<file path="config.mk">
export PLATFORM = sky130hd
export DESIGN_NAME = lcd_char_writer
export DESIGN_NICKNAME = d
export VERILOG_FILES = /design/src/rtl/lcd_pkg.sv /design/src/rtl/lcd_bus_cycle.sv /design/src/rtl/lcd_char_writer.sv
export SDC_FILE = /design/constraint.sdc
export NUM_CORES = 1
export LEC_CHECK = 0
export CAP_MARGIN = 0
export CORE_MARGIN = 2
export CORE_UTILIZATION = 60
export DETAILED_ROUTE_END_ITERATION = 12
export PLACE_DENSITY = 0.83
export SETUP_SLACK_MARGIN = 0.4
export SKIP_CTS_REPAIR_TIMING = 1
export SYNTH_ARGS = -nofsm -noshare
export SYNTH_HDL_FRONTEND = slang
export SYNTH_SLANG_ARGS = --single-unit
</file>
<file path="constraint.sdc">
create_clock -name clk -period 9.75 [get_ports clk]
set_clock_uncertainty 0.05 [all_clocks]
set_input_delay 2.4375 -clock clk [delete_from_list [all_inputs] [get_ports clk]]
set_output_delay 2.4375 -clock clk [all_outputs]
set_load 0.03 [all_outputs]
</file>
<file path="src/rtl/lcd_pkg.sv">
// Shared constants and types for the HD44780 character writer.
// Command bytes, controller/bus-phase state encodings and small helpers.
package lcd_pkg;

    localparam logic [7:0] CMD_FUNC_SET = 8'h38;
    localparam logic [7:0] CMD_DISP_ON  = 8'h0C;
    localparam logic [7:0] CMD_CLEAR    = 8'h01;
    localparam logic [7:0] CMD_ENTRY    = 8'h06;
    localparam logic [7:0] ADDR_LINE1   = 8'h80;
    localparam logic [7:0] ADDR_LINE2   = 8'hC0;

    typedef enum logic [2:0] {
        ST_PWRON,
        ST_INIT,
        ST_IDLE,
        ST_ADDR,
        ST_BUS
    } lcd_state_t;

    typedef enum logic {
        REQ_CHAR,
        REQ_CLEAR
    } req_kind_t;

    typedef enum logic [1:0] {
        PH_IDLE,
        PH_SETUP,
        PH_PULSE,
        PH_WAIT
    } bus_phase_t;

    function automatic int max_int(input int a, input int b);
        return (a > b) ? a : b;
    endfunction

    // Power-on command list, issued in index order.
    function automatic logic [7:0] init_cmd(input logic [1:0] idx);
        logic [7:0] cmd;
        case (idx)
            2'd0:    cmd = CMD_FUNC_SET;
            2'd1:    cmd = CMD_DISP_ON;
            2'd2:    cmd = CMD_CLEAR;
            default: cmd = CMD_ENTRY;
        endcase
        return cmd;
    endfunction

endpackage

</file>
<file path="src/rtl/lcd_bus_cycle.sv">
// One HD44780 write cycle: setup with E low, E high pulse, then the
// post-write wait. RS/DATA are latched on start and held throughout.
module lcd_bus_cycle
    import lcd_pkg::*;
#(
    parameter int SETUP_CYC      = 4,
    parameter int E_PULSE_CYC    = 12,
    parameter int CMD_WAIT_CYC   = 2500,
    parameter int CLEAR_WAIT_CYC = 82000,
    parameter int TIMER_W        = 17
) (
    input  logic       clk,
    input  logic       rst,
    input  logic       start,
    input  logic       rs,
    input  logic [7:0] data,
    input  logic       long_wait,
    output logic       LCD_E,
    output logic       LCD_RS,
    output logic [7:0] LCD_DATA,
    output logic       done
);

    bus_phase_t         phase;
    logic [TIMER_W-1:0] timer;
    logic [TIMER_W-1:0] timer_inc;
    logic [TIMER_W-1:0] wait_last;
    logic               long_q;

    always_comb begin
        timer_inc = (timer == '1) ? timer : timer + TIMER_W'(1);
        wait_last = long_q ? TIMER_W'(CLEAR_WAIT_CYC - 1) : TIMER_W'(CMD_WAIT_CYC - 1);
    end

    always_ff @(posedge clk or posedge rst) begin
        if (rst) begin
            phase    <= PH_IDLE;
            timer    <= '0;
            long_q   <= 1'b0;
            LCD_E    <= 1'b0;
            LCD_RS   <= 1'b0;
            LCD_DATA <= 8'h00;
            done     <= 1'b0;
        end else begin
            done <= 1'b0;
            case (phase)
                PH_IDLE: begin
                    if (start) begin
                        LCD_RS   <= rs;
                        LCD_DATA <= data;
                        long_q   <= long_wait;
                        timer    <= '0;
                        phase    <= PH_SETUP;
                    end
                end
                PH_SETUP: begin
                    if (timer == TIMER_W'(SETUP_CYC - 1)) begin
                        LCD_E <= 1'b1;
                        timer <= '0;
                        phase <= PH_PULSE;
                    end else begin
                        timer <= timer_inc;
                    end
                end
                PH_PULSE: begin
                    if (timer == TIMER_W'(E_PULSE_CYC - 1)) begin
                        LCD_E <= 1'b0;
                        timer <= '0;
                        phase <= PH_WAIT;
                    end else begin
                        timer <= timer_inc;
                    end
                end
                PH_WAIT: begin
                    if (timer == wait_last) begin
                        done  <= 1'b1;
                        phase <= PH_IDLE;
                    end else begin
                        timer <= timer_inc;
                    end
                end
                default: phase <= PH_IDLE;
            endcase
        end
    end

endmodule

</file>
<file path="src/rtl/lcd_char_writer.sv">
// Keypad-to-LCD character writer: power-on init, one-entry request buffer,
// cursor tracking with line 1 -> line 2 -> line 1 wrapping.
module lcd_char_writer
    import lcd_pkg::*;
#(
    parameter int POWERON_CYC    = 750000,
    parameter int SETUP_CYC      = 4,
    parameter int E_PULSE_CYC    = 12,
    parameter int CMD_WAIT_CYC   = 2500,
    parameter int CLEAR_WAIT_CYC = 82000
) (
    input  logic       clk,
    input  logic       rst,
    input  logic [7:0] char_data,
    input  logic       char_valid,
    input  logic       clr_req,
    output logic       LCD_E,
    output logic       LCD_RS,
    output logic       LCD_RW,
    output logic [7:0] LCD_DATA,
    output logic       ready,
    output logic       ovf
);

    localparam int MAX_CYC = max_int(max_int(max_int(POWERON_CYC, SETUP_CYC),
                                             max_int(E_PULSE_CYC, CMD_WAIT_CYC)),
                                     CLEAR_WAIT_CYC);
    localparam int TIMER_W = $clog2(MAX_CYC + 1);

    lcd_state_t         state;
    logic [TIMER_W-1:0] timer;
    logic [1:0]         init_idx;
    logic               started;
    logic [4:0]         cursor;
    logic               wrapped;
    logic               cv_q;
    logic               hold_full;
    req_kind_t          hold_kind;
    logic [7:0]         hold_data;
    req_kind_t          cur_kind;
    logic [7:0]         char_q;
    logic               cur_rs;
    logic [7:0]         cur_data;

    logic req;
    logic accept;
    logic entry_busy;
    logic need_addr;
    logic bus_start;
    logic bus_done;
    logic long_wait;

    always_comb begin
        req        = char_valid & ~cv_q;
        accept     = (state == ST_IDLE) && hold_full;
        entry_busy = hold_full && !accept;
        need_addr  = (cursor == 5'd16) || ((cursor == 5'd0) && wrapped);
        bus_start  = ((state == ST_INIT) || (state == ST_ADDR) || (state == ST_BUS)) && !started;
        long_wait  = !cur_rs && (cur_data == CMD_CLEAR);
    end

    assign LCD_RW = 1'b0;

    lcd_bus_cycle #(
        .SETUP_CYC      (SETUP_CYC),
        .E_PULSE_CYC    (E_PULSE_CYC),
        .CMD_WAIT_CYC   (CMD_WAIT_CYC),
        .CLEAR_WAIT_CYC (CLEAR_WAIT_CYC),
        .TIMER_W        (TIMER_W)
    ) u_bus (
        .clk       (clk),
        .rst       (rst),
        .start     (bus_start),
        .rs        (cur_rs),
        .data      (cur_data),
        .long_wait (long_wait),
        .LCD_E     (LCD_E),
        .LCD_RS    (LCD_RS),
        .LCD_DATA  (LCD_DATA),
        .done      (bus_done)
    );

    // A CLEAR always claims the entry; anything it displaces is reported.
    always_ff @(posedge clk or posedge rst) begin
        if (rst) begin
            cv_q      <= 1'b0;
            hold_full <= 1'b0;
            hold_kind <= REQ_CHAR;
            hold_data <= 8'h00;
            ovf       <= 1'b0;
        end else begin
            cv_q <= char_valid;
            ovf  <= 1'b0;
            if (clr_req) begin
                hold_full <= 1'b1;
                hold_kind <= REQ_CLEAR;
                hold_data <= CMD_CLEAR;
                ovf       <= req | entry_busy;
            end else if (req) begin
                if (entry_busy) begin
                    ovf <= 1'b1;
                end else begin
                    hold_full <= 1'b1;
                    hold_kind <= REQ_CHAR;
                    hold_data <= char_data;
                end
            end else if (accept) begin
                hold_full <= 1'b0;
            end
        end
    end

    always_ff @(posedge clk or posedge rst) begin
        if (rst) begin
            state    <= ST_PWRON;
            timer    <= '0;
            init_idx <= 2'd0;
            started  <= 1'b0;
            cursor   <= 5'd0;
            wrapped  <= 1'b0;
            cur_kind <= REQ_CHAR;
            char_q   <= 8'h00;
            cur_rs   <= 1'b0;
            cur_data <= 8'h00;
            ready    <= 1'b0;
        end else begin
            if (bus_start) started <= 1'b1;
            case (state)
                ST_PWRON: begin
                    if (timer == TIMER_W'(POWERON_CYC - 1)) begin
                        state    <= ST_INIT;
                        init_idx <= 2'd0;
                        started  <= 1'b0;
                        cur_rs   <= 1'b0;
                        cur_data <= init_cmd(2'd0);
                    end else if (timer != '1) begin
                        timer <= timer + TIMER_W'(1);
                    end
                end
                ST_INIT: begin
                    if (bus_done) begin
                        if (init_idx == 2'd3) begin
                            state   <= ST_IDLE;
                            ready   <= 1'b1;
                            cursor  <= 5'd0;
                            wrapped <= 1'b0;
                        end else begin
                            init_idx <= init_idx + 2'd1;
                            cur_data <= init_cmd(init_idx + 2'd1);
                            started  <= 1'b0;
                        end
                    end
                end
                ST_IDLE: begin
                    if (hold_full) begin
                        ready    <= 1'b0;
                        started  <= 1'b0;
                        cur_kind <= hold_kind;
                        char_q   <= hold_data;
                        if (hold_kind == REQ_CLEAR) begin
                            cur_rs   <= 1'b0;
                            cur_data <= CMD_CLEAR;
                            state    <= ST_BUS;
                        end else if (need_addr) begin
                            cur_rs   <= 1'b0;
                            cur_data <= cursor[4] ? ADDR_LINE2 : ADDR_LINE1;
                            state    <= ST_ADDR;
                        end else begin
                            cur_rs   <= 1'b1;
                            cur_data <= hold_data;
                            state    <= ST_BUS;
                        end
                    end
                end
                ST_ADDR: begin
                    if (bus_done) begin
                        started  <= 1'b0;
                        cur_rs   <= 1'b1;
                        cur_data <= char_q;
                        state    <= ST_BUS;
                        if (cursor == 5'd0) wrapped <= 1'b0;
                    end
                end
                ST_BUS: begin
                    if (bus_done) begin
                        state <= ST_IDLE;
                        ready <= 1'b1;
                        if (cur_kind == REQ_CLEAR) begin
                            cursor  <= 5'd0;
                            wrapped <= 1'b0;
                        end else begin
                            cursor <= cursor + 5'd1;
                            if (cursor == 5'd31) wrapped <= 1'b1;
                        end
                    end
                end
                default: state <= ST_PWRON;
            endcase
        end
    end

endmodule

</file>
==> impl_metrics.tcl <==
set metrics [dict create \
    status "finished, final reports clean" \
    finalSetupViolCount 0 \
    antenna_found_initial 0 \
    numCtsBuffers 9 \
    yosys_warnings 0 \
    report.final.slew_viol_count 0 \
    leakagePower_uw 0.002398 \
    gp_congestion 0.8654 \
    cts_sinks 97 \
    end_kind "flip-flop" \
    avgSynthCellArea_um2 9.848 \
    ys_types 53 \
    grt.overflow.total 0 \
    clk_latency_ps 370 \
    placed_cell_area_um2 5315 \
    fmax_mhz 248.1 \
    syn_nets 537 \
    startpoint "char_valid" \
    synthFlopType "dfrtp_1" \
    dieArea_um2 9153 \
    clockBufferDepth 2 \
    path_class "in -> reg" \
    ios 25 \
    first_iter_violations 243 \
    max_slew_margin_pct 23.74 \
    hpwl_um 7012 \
    die_w_um 95.67 \
    coreArea_um2 8175 \
    avgViaCountPerCell 6.060 \
    die_h_um 95.67 \
    ir_worst_vdd_uv 78.22 \
    whs_path_depth 1 \
    hold_violations 0 \
    grt_usage_pct 23.63 \
    synth-seq-cells 97 \
    cp-endpoint "hold_data[0]$_DFFE_PP0P_" \
    ant_nets 0 \
    grt_max_degree 50 \
    firstDrtPassIters 5 \
    totalWireLength_um 9997 \
    synth_area_leader_cell "dfrtp_1" \
    cp-start-kind "primary input" \
    yosysMostFrequentCell "dfrtp_1" \
    reg2reg_from "state[1]$_DFFE_PP0P_" \
    ys_seq_area_share_pct 48.14 \
    fp-row-count 33 \
    synth_edf_count 0 \
    p_per_area_nw_per_um2 122.0 \
    post-route-period-util_pct 41.34 \
    clk_pin_slew_worst_paths_ps 100 \
    crit_fanout 10 \
    r2r_setup_slack_ps 6640 \
    synth_common_cells "dfrtp_1 (97), nand2_1 (49), nor2_1 (46)" \
    synth_top_area_share_pct 48.14 \
    cts_tree "done" \
    port_buffers 23 \
    grt_pass1_vias 3582 \
    syn2layout_area_growth_pct 9.305 \
    crit_required_ps 9950 \
    tns_ps 0 \
    vias 3848 \
    final_nets 550 \
    grt_first_pass_wirelength_um 16860 \
    synthCells 512 \
    start_util_pct 61.68 \
    hold_slack_ps 435.8 \
    drive_above_1_share_pct 9.057 \
    synth_area_um2 5042 \
    arrival_ps 4230 \
    yosys-top-cells-area "dfrtp_1 (48%), mux2_2 (5.1%), nand2_1 (3.6%)" \
    antenna_cells 0 \
    maxCapViolCount 0 \
    drc 0 \
    final_area_um2 5512 \
    clockRootBuffer "clkbuf_8" \
    async_flop_share_pct 100.0 \
    period_minus_slack_ps 4031 \
    timing.rr.end "u_bus.timer[9]$_DFFE_PP0P_" \
    htreeDepth 3 \
    wl_per_cell_um 15.74 \
    tightest_slew_ps 1136 \
    hold_class "reg -> reg" \
    reg2reg_depth 5 \
    rsz0062_at_grt "no" \
]
## critical path, cell delays in order
cell	delay, ps
clkdlybuf4s50_1	460
nor2b_1	190
nor2b_1	740
nor2b_1	100
a211o_1	300
## kinds of logic after synthesis
logic type	share of synthesized area (%)
compound gates	10.50
mux	7.519
buf+inv	3.300
simple gates	22.01
flops	48.14
xor+xnor	5.037
other cells	0.07437
fa+ha+maj	3.424
## worst min path at each step
stage                                     start               endpoint  slack (ps)
after floorplan           timer[19]$_DFFE_PP0P_  timer[19]$_DFFE_PP0P_         400
after global placement     timer[2]$_DFFE_PP0P_   timer[2]$_DFFE_PP0P_         420
after detailed placement  timer[19]$_DFFE_PP0P_  timer[19]$_DFFE_PP0P_         420
after CTS                 timer[19]$_DFFE_PP0P_  timer[19]$_DFFE_PP0P_         440
after global routing       timer[3]$_DFFE_PP0P_   timer[3]$_DFFE_PP0P_         470
final                      timer[2]$_DFFE_PP0P_   timer[2]$_DFFE_PP0P_         440
## layout make-up
cell class              instances  area [um^2]
well taps                     105        131.4
clock buffers                   9        123.9
fillers                       641         2664
multi-input cells             375         2449
inverters                      18        70.07
clock inverters                 7        72.57
flip-flops and latches         97         2427
repair buffers                 24        237.7
## layout by cell type, fill, tap and decap left out, types with 4 or more instances in the layout
cell	Yosys	routed
or3_1	9	9
nand3_1	15	15
clkdlybuf4s50_1	0	23
o21ai_0	29	29
dfrtp_1	97	97
nor4_1	4	4
xor2_1	14	14
nand2_1	49	49
mux2_2	23	23
a31oi_1	8	8
nor2b_1	6	6
inv_1	18	17
and2_1	4	4
a22o_1	4	4
nor3_1	9	9
and4_1	8	8
mux2i_1	12	12
nor2_1	46	46
clkbuf_8	0	9
nand2b_1	6	6
a211oi_1	5	5
nand4_1	20	20
xnor2_1	15	15
or4_1	4	4
nand3b_1	4	4
ha_1	13	13
and3_1	15	15
a21oi_1	21	21
## sequential cells by signal, summed over array words and instances, names as in the netlist, 2 cells and up
signal / count
u_bus.LCD_DATA: 8
state: 3
u_bus.phase: 2
cursor: 5
cur_data: 8
hold_data: 8
timer: 20
u_bus.timer: 20
char_q: 8
init_idx: 2
## power breakdown
group | internal (uW) | switching [uW]
clock network | 101 | 154
logic | 5.08 | 9.93
registers | 402 | 0.150
total | 508 | 164
## through the flow
step           power, uW  setup slack, ps  utilization, %  cells
2_1_floorplan      418.9             4729               -    512
3_3_place_gp       425.9             5407           65.01    619
5_1_grt            698.0             5565           67.42    635
6_report           672.5             5719           67.42    635
3_5_place_dp       426.2             5311           65.01    619
4_1_cts            678.6             5702           67.42    635
## layer usage
| metal | global-route usage (%) | vias up | wire length (um) |
|---|---|---|---|
| met5 | 0 | - | 0 |
| met4 | 7.381 | 0 | 127 |
| met3 | 4.664 | 9 | 455 |
| met2 | 38.23 | 102 | 4796 |
| met1 | 32.27 | 1891 | 4618 |
| li1 | - | 1846 | - |
Note: power is estimated with default switching activity, not from simulation.
